**config.mk**
```make
export PLATFORM = sky130hd
export DESIGN_NAME = pipe_mem_access
export DESIGN_NICKNAME = d
export VERILOG_FILES = /design/src/rtl/pipe_mem_access.sv
export SDC_FILE = /design/constraint.sdc
export NUM_CORES = 1
export LEC_CHECK = 0
export BUFFER_PORTS_ARGS = -buffer_cell sky130_fd_sc_hd__buf_2
export CAP_MARGIN = 5
export CORE_MARGIN = 5
export CORE_UTILIZATION = 48
export CTS_BUF_LIST = sky130_fd_sc_hd__clkbuf_8
export CTS_CLUSTER_SIZE = 16
export DETAILED_ROUTE_END_ITERATION = 8
export GPL_TIMING_DRIVEN = 0
export HOLD_SLACK_MARGIN = 0.15
export PLACE_DENSITY = 0.81
export SYNTH_ARGS = -nofsm -noshare
export SYNTH_HDL_FRONTEND = slang
export SYNTH_SLANG_ARGS = --single-unit
```
**constraint.sdc**
```tcl
create_clock -name clk -period 3.4 [get_ports clk]
set_input_delay 0 -clock clk [delete_from_list [all_inputs] [get_ports clk]]
set_output_delay 0 -clock clk [all_outputs]
set_load 0.02 [all_outputs]
```
**src/rtl/pipe_mem_access.sv**
```systemverilog
// pipe_mem_access
// MEM-stage data-memory access unit. Turns load/store control from EX/MEM
// into a single req/ack bus transaction and holds the pipeline until the
// bus completes (or times out). Load data is sign/zero extended for MEM/WB.
//
// Ports:
//   clk, rst                  pipeline clock (rising), async active-high reset
//   mem_read_MEM/mem_write_MEM load / store strobes (store wins if both set)
//   mem_type_MEM              access size and signedness
//   alu_MEM                   effective byte address
//   store_data_MEM            right-aligned store data
//   dm_req/dm_we/dm_addr/dm_be/dm_wdata   registered bus request
//   dm_rdata/dm_ack           bus response
//   DM_rdata_MEM              extended load result (non-zero only in DONE)
//   stall_MEM                 freeze upstream stages and MEM/WB
//   misalign_MEM              misaligned or illegal access (combinational)
//   bus_err_MEM               ack timeout, flagged in the DONE cycle

module pipe_mem_access #(
    parameter int ACK_TIMEOUT = 255
) (
    input  logic        clk,
    input  logic        rst,
    input  logic        mem_read_MEM,
    input  logic        mem_write_MEM,
    input  logic [2:0]  mem_type_MEM,
    input  logic [31:0] alu_MEM,
    input  logic [31:0] store_data_MEM,
    output logic        dm_req,
    output logic        dm_we,
    output logic [31:0] dm_addr,
    output logic [3:0]  dm_be,
    output logic [31:0] dm_wdata,
    input  logic [31:0] dm_rdata,
    input  logic        dm_ack,
    output logic [31:0] DM_rdata_MEM,
    output logic        stall_MEM,
    output logic        misalign_MEM,
    output logic        bus_err_MEM
);

    typedef enum logic [1:0] {
        IDLE = 2'd0,
        REQ  = 2'd1,
        DONE = 2'd2
    } state_t;

    localparam logic [2:0] T_W  = 3'b000;
    localparam logic [2:0] T_H  = 3'b001;
    localparam logic [2:0] T_HU = 3'b010;
    localparam logic [2:0] T_B  = 3'b011;
    localparam logic [2:0] T_BU = 3'b100;

    // Counter sized for the largest legal ACK_TIMEOUT.
    localparam logic [15:0] CNT_LAST = 16'(ACK_TIMEOUT - 1);

    state_t      state_q;
    logic [15:0] cnt_q;
    logic [31:0] cap_q;
    logic        err_q;
    logic [2:0]  type_q;
    logic [1:0]  off_q;
    logic        dm_req_q, dm_we_q;
    logic [31:0] dm_addr_q, dm_wdata_q;
    logic [3:0]  dm_be_q;

    logic        access, is_store, misalign, go;
    logic [3:0]  be_d;
    logic [31:0] wdata_d;
    logic [31:0] ext;
    logic [7:0]  sel_b;
    logic [15:0] sel_h;

    assign access   = mem_read_MEM | mem_write_MEM;
    assign is_store = mem_write_MEM;

    // Illegal type for the direction is folded into misalign so it never
    // reaches the bus.
    always_comb begin
        misalign = 1'b0;
        if (access) begin
            unique case (mem_type_MEM)
                T_W:       misalign = (alu_MEM[1:0] != 2'b00);
                T_H:       misalign = alu_MEM[0];
                T_HU:      misalign = is_store | alu_MEM[0];
                T_B:       misalign = 1'b0;
                T_BU:      misalign = is_store;
                default:   misalign = 1'b1;
            endcase
        end
    end

    assign go = access & ~misalign;

    // Lane enables and replicated store data for the request.
    always_comb begin
        be_d    = 4'b0000;
        wdata_d = 32'h0;
        unique case (mem_type_MEM)
            T_W:        be_d = 4'b1111;
            T_H, T_HU:  be_d = alu_MEM[1] ? 4'b1100 : 4'b0011;
            default:    be_d = 4'b0001 << alu_MEM[1:0];
        endcase
        if (is_store) begin
            unique case (mem_type_MEM)
                T_W:     wdata_d = store_data_MEM;
                T_H:     wdata_d = {2{store_data_MEM[15:0]}};
                default: wdata_d = {4{store_data_MEM[7:0]}};
            endcase
        end
    end

    always_ff @(posedge clk or posedge rst) begin
        if (rst) begin
            state_q    <= IDLE;
            cnt_q      <= '0;
            cap_q      <= '0;
            err_q      <= 1'b0;
            type_q     <= '0;
            off_q      <= '0;
            dm_req_q   <= 1'b0;
            dm_we_q    <= 1'b0;
            dm_addr_q  <= '0;
            dm_be_q    <= '0;
            dm_wdata_q <= '0;
        end else begin
            unique case (state_q)
                IDLE: begin
                    if (go) begin
                        state_q    <= REQ;
                        cnt_q      <= '0;
                        err_q      <= 1'b0;
                        type_q     <= mem_type_MEM;
                        off_q      <= alu_MEM[1:0];
                        dm_req_q   <= 1'b1;
                        dm_we_q    <= is_store;
                        dm_addr_q  <= {alu_MEM[31:2], 2'b00};
                        dm_be_q    <= be_d;
                        dm_wdata_q <= wdata_d;
                    end
                end
                REQ: begin
                    if (dm_ack) begin
                        // Stores complete with a zero capture so DONE shows 0.
                        cap_q    <= dm_we_q ? 32'h0 : dm_rdata;
                        dm_req_q <= 1'b0;
                        dm_we_q  <= 1'b0;
                        state_q  <= DONE;
                    end else if (cnt_q == CNT_LAST) begin
                        cap_q    <= '0;
                        err_q    <= 1'b1;
                        dm_req_q <= 1'b0;
                        dm_we_q  <= 1'b0;
                        state_q  <= DONE;
                    end else begin
                        cnt_q <= cnt_q + 16'd1;
                    end
                end
                DONE: begin
                    state_q <= IDLE;
                    cnt_q   <= '0;
                    err_q   <= 1'b0;
                end
                default: state_q <= IDLE;
            endcase
        end
    end

    // Lane extraction from the captured word using the latched offset/type.
    always_comb begin
        sel_b = cap_q[7:0];
        unique case (off_q)
            2'd0: sel_b = cap_q[7:0];
            2'd1: sel_b = cap_q[15:8];
            2'd2: sel_b = cap_q[23:16];
            2'd3: sel_b = cap_q[31:24];
            default: sel_b = cap_q[7:0];
        endcase
        sel_h = off_q[1] ? cap_q[31:16] : cap_q[15:0];
        ext   = 32'h0;
        unique case (type_q)
            T_W:     ext = cap_q;
            T_H:     ext = {{16{sel_h[15]}}, sel_h};
            T_HU:    ext = {16'h0, sel_h};
            T_B:     ext = {{24{sel_b[7]}}, sel_b};
            T_BU:    ext = {24'h0, sel_b};
            default: ext = 32'h0;
        endcase
    end

    assign dm_req       = dm_req_q;
    assign dm_we        = dm_we_q;
    assign dm_addr      = dm_addr_q;
    assign dm_be        = dm_be_q;
    assign dm_wdata     = dm_wdata_q;
    assign DM_rdata_MEM = (state_q == DONE) ? ext : 32'h0;
    // Reset releases the pipeline immediately, even with an access pending.
    assign stall_MEM    = ~rst & ((state_q == REQ) | ((state_q == IDLE) & go));
    assign misalign_MEM = misalign;
    assign bus_err_MEM  = (state_q == DONE) & err_q;

endmodule

```
After elaboration in Yosys (flattened, before gate mapping)
Index checks and enable logic that the tools add are counted.
{"block": "op_classes", "add_sub_neg": 1, "multipliers": 0, "eq_ne": 19, "n_lt_le_gt_ge": 0, "shift": 1, "div_mod_pow": 0, "n_mux": 31, "bitwise": 9, "reduce_logical": 15}
{"operator": "$mux 32", "n": 5}
{"operator": "$pmux 32 s5", "n": 1}
{"operator": "$mux 16", "n": 4}
{"operator": "$pmux 32 s2", "n": 1}
{"operator": "$pmux 16 s3", "n": 1}
{"operator": "$pmux 8 s4", "n": 1}
{"operator": "$add 16x1->16 const B", "n": 1}
{"operator": "$eq 16x8->1 const B", "n": 1}
{"operator": "$eq 3x2->1 const B", "n": 4}
{"operator": "$mux 1", "n": 8}
{"operator": "$ne 2x2->1 const B", "n": 4}
{"operator": "$pmux 4 s2", "n": 1}
{"operator": "$reduce_and 4->1", "n": 2}
{"operator": "$eq 2x2->1 const B", "n": 3}
{"operator": "$eq 3x1->1 const B", "n": 2}
{"operator": "$eq 3x3->1 const B", "n": 2}
{"operator": "$logic_not 3->1", "n": 2}
{"operator": "$mux 2", "n": 3}
{"operator": "$reduce_and 2->1", "n": 3}
{"operator": "$reduce_bool 2->1", "n": 3}
{"operator": "$pmux 1 s5", "n": 1}
{"operator": "$and 1x1->1", "n": 4}
{"operator": "$eq 2x1->1 const B", "n": 2}
{"operator": "$logic_not 2->1", "n": 2}
{"operator": "11 further kinds", "n": 15}
{"block": "totals", "ramBits": 0, "rom_bits": 0, "latchBits": 0, "elab_cells": 87, "input_bits": 104, "output_inout_bits": 105, "mem_count": 0, "regBits": 124}

Depth between registers and ports, before layout
{"block": "logic_depth", "ltp_word": 8, "depth_mapped": 8, "mapped_depth_nobuf": 6}

Worst setup path after synthesis
No wires, ideal clock.
{"block": "synth_timing", "path_kind": "register to register", "startpoint": "reg cnt_q[0]", "endpoint": "reg cap_q[10]", "path_slack_ns": 1.568, "t_arrival_ns": 1.711, "synth_period_minus_slack_ns": 1.832, "path_stages_with_launch": 9, "setup_time_ns": 0.121, "path_buffers": 2, "required_time_ns": 3.279, "path_cell_list": "dfrtp_1 -> inv_1 -> ha_1 -> nor4b_1 -> and4_4 -> buf_6 -> o21ai_2 -> buf_2 -> a22o_1"}
{"block": "synth_via", "elab_chain_len": 3}
{"item": "from (decl)", "line": "58", "rtl": "logic [15:0] cnt_q;"}
{"item": "from (signal assigned)", "line": "156", "rtl": "cnt_q <= cnt_q + 16'd1;"}
{"item": "$eq 16x8->1", "line": "149", "rtl": "end else if (cnt_q == CNT_LAST) begin"}
{"item": "$reduce_bool 2->1 (no source line)"}
{"item": "$reduce_and 2->1 (no source line)"}
{"item": "to (signal assigned)", "line": "145", "rtl": "cap_q <= dm_we_q ? 32'h0 : dm_rdata;"}
{"item": "to (decl)", "line": "59", "rtl": "logic [31:0] cap_q;"}
Every way passes these cells.
A chain may end at the register's enable or synchronous reset.

Final worst setup path
{"block": "layout_timing", "startpoint": "reg type_q[1]", "endpoint": "out DM_rdata_MEM[12]"}
{"block": "layout_via", "elab_chain_len": 3, "elab_cells_between_ends": 7, "cone_classes": "eq/ne (4); mux (2); reduce/logical (1)"}
{"item": "from (decl)", "line": "61", "rtl": "logic [2:0] type_q;"}
{"item": "from (signal assigned)", "line": "133", "rtl": "type_q <= mem_type_MEM;"}
{"item": "$eq 3x3->1, or another cell as far along", "line": "181", "rtl": "unique case (type_q)"}
{"item": "$pmux 32 s5 (*)", "line": "181"}
{"item": "$mux 32 (*)", "line": "196", "rtl": "assign DM_rdata_MEM = (state_q == DONE) ? ext : 32'h0;"}
{"item": "to (decl)", "line": "36", "rtl": "output logic [31:0] DM_rdata_MEM,"}
Every way passes the cells marked *; elsewhere a longest branch is shown, timed or not.

==> flow_summary_export.csv <==
group,metric,value,unit
logic_synthesis,synth_top_area_cell,"dfrtp_1",
run_status,status,"finished, final reports clean",
floorplan,die_area,16300,sq um
global_routing,grt_pass1_vias,6691,
logic_synthesis,ys_seq_elements,124,
routing,drcViolationCount,0,
critical_path,critPathKind,"flop to primary output",
place,place_congestion,0.887,
hold_path,min_path_type,"input pin to flop",
hold_path,hold_depth,4,
global_routing,grt_pass1_wl,35.1,mm
clock_network,htreeDepth,4,
timing,rsz0062_at_grt,"no",
floorplan,core-area,13700,sq um
timing,timing.hold.ws,228,ps
place,hpwlAfterDp,14.0,mm
critical_path,ff2ff_path_depth,8,
clock_network,cts_max_path_buffers,2,
timing,fin_skew,10.1,ps
logic_synthesis,yosysMostFrequentCell,"dfrtp_1",
logic_synthesis,synthArstFlopShare,1.00,
routing,detailedRoute.firstPassIterationCount,7,
clock_network,cts_root_buf,"clkbuf_8",
clock_network,clk_latency,430,ps
critical_path,crit_required,3400,ps
routing,antenna_left,0,
clock_network,cts_tree,"done",
floorplan,die_width,128,um
critical_path,arrival,2730,ps
timing,max_freq,0.367,GHz
logic_synthesis,seq_area_frac_synth,0.467,
logic_synthesis,synth_area_leaders,"dfrtp_1 47%, mux2_4 9.9%, a22o_1 4.2%, nand2_1 3.2%, a21oi_1 3.1%",
routing,wirelength,22.3,mm
clock_network,ctsHoldBuffers,113,
timing,maxSlewViolCount,0,
timing,setup_viol,0,
routing,vias,6432,
clock_network,cts_resized,0,
floorplan,rows,43,
logic_synthesis,netlist.area_leader.share,0.467,
logic_synthesis,avgSynthCellArea,11.1,sq um
critical_path,worstPathMaxFanout,10,
logic_synthesis,yosysWarnings,0,
clock_network,cts_sinks,124,
final_layout,syn_to_final_growth,41.9,%
final_layout,final_layout_size_suffix_gt1_frac,0.360,
global_routing,grt_max_degree,97,
floorplan,initial_core_util,0.484,
critical_path,cp-start-kind,"flop",
logic_synthesis,syn_inst,600,
critical_path,end_kind,"primary output",
logic_synthesis,synth_ff_type,"dfrtp_1",
final_layout,regArea,3100,sq um
logic_synthesis,yosysUniqueCellTypes,60,
final_layout,fill_cells,980,
routing,viasPerCell,5.68,
clock_network,clk_pin_slew,70,ps
timing,fin_crit_sh,0.802,
final_layout,utilization,0.687,
routing,drt_iter0_drc,636,
run,drv_cap,0,
timing,max_slew.worst_pin.slew,900,ps
floorplan,die_h,128,um
clock_network,cts_setup_buffers,0,
place,io_buffers,205,
logic_synthesis,synthTopCellsByCount,"124 x dfrtp_1, 57 x nand2_1, 44 x mux2_4",
timing,hold_viol,0,
routing,wl_per_cell,19.7,um
timing,finalCriticalPeriod,2730,ps
pwr,vdd_drop_max,0.000479,V
global_routing,overflow,0,
global_routing,track_usage,0.273,
global_routing,antenna_found_initial,3,
pwr,power.leakage,4.45,nW
pwr,power_density,635,nW/um^2
final_layout,nets,1045,
timing,relSlewSlack,0.399,
clock_network,cts_buffers,17,
final_layout,multiInputGateArea,3120,sq um
floorplan,ios,209,
logic_synthesis,synth_area,6650,sq um
logic_synthesis,synth-edff-count,0,
==> state kept, by name, summed over array words and instances, names as in the netlist, 2 cells and up <==
register	flops
type_q	3
dm_addr	30
dm_wdata	32
off_q	2
dm_be	4
cap_q	32
cnt_q	16
state_q	2
==> critical path, stage by stage, from the launching register on <==
cell     delay, ps
dfrtp_1        360
buf_2          170
xnor2_1        140
nor3b_1        730
buf_2          360
a22oi_1        120
a21oi_1        220
buf_2          200
==> path summary, 6_finish.rpt <==
kind                                    from               end  slack [ps]
worst max-delay path               type_q[1]  DM_rdata_MEM[12]         670
worst min-delay path            mem_read_MEM         cnt_q[11]         230
worst max register to register      cnt_q[0]         cap_q[28]         870
worst min register to register        dm_req            dm_req         480
max in group asynchronous                rst       dm_addr[26]        1950
min in group asynchronous                rst         cap_q[13]         710
==> through the flow <==
step	power [mW]	setup TNS (ps)	worst slack (ps)	cells	cell area [sq um]
floorplan	3.83	0	101	601	6650
global placement	4.51	-174220	-1410	986	7900
detailed placement	4.57	0	1210	987	7930
CTS	5.91	0	744	1130	9420
global route	6.29	0	542	1132	9430
finish	5.99	0	674	1132	9430
==> placed cells by master (no fill, tap or decap), types with 6 or more instances in the layout <==
cell type and n:
a21boi_0 8, a21oi_1 41, a22o_1 32, a22oi_1 15, buf_2 218, buf_6 11
clkbuf_1 18, clkbuf_8 21, clkinv_2 6, dfrtp_1 124, dlygate4sd3_1 113, inv_1 35
mux2_2 11, mux2_4 44, mux2i_1 17, mux4_2 9, nand2_1 57, nand3_1 8
nand4_1 19, nor2_1 6, o211ai_1 10, o21ai_0 29, o31ai_1 8, or4_1 11
==> power by group <==
part	internal [mW]	total, mW	switching (mW)
Sequential	1.97	2.38	0.415
Combinational	1.14	2.39	1.25
Clock	0.637	1.21	0.577
==> cell type report <==
class	instances	share of cell area
diodes	2	0.000531
plain buffers	49	0.0317
clock buffers	21	0.0307
clock inverters	9	0.00756
inverters	35	0.0145
multi-input cells	393	0.330
flip-flops and latches	124	0.329
well taps	180	0.0239
repair buffers	319	0.232
==> logic make-up after synthesis <==
| kind of cell | Yosys count | share of synthesized area |
|---|---|---|
| other cells | 1 | 0.000564 |
| buf+inv | 84 | 0.0648 |
| xor+xnor | 1 | 0.00132 |
| fa+ha+maj | 3 | 0.00527 |
| simple gates | 143 | 0.120 |
| flops | 124 | 0.467 |
| compound gates | 163 | 0.167 |
| mux | 81 | 0.174 |
==> routing by layer <==
layer  wire [um]  global-route usage  up-vias
met1        8700               0.336     3059
met2       10600               0.440      369
met5          13                   0        -
met3        1820              0.0738      110
li1            -                   -     2892
met4        1160               0.147        2
No activity file was read; power rests on OpenSTA's default activity.
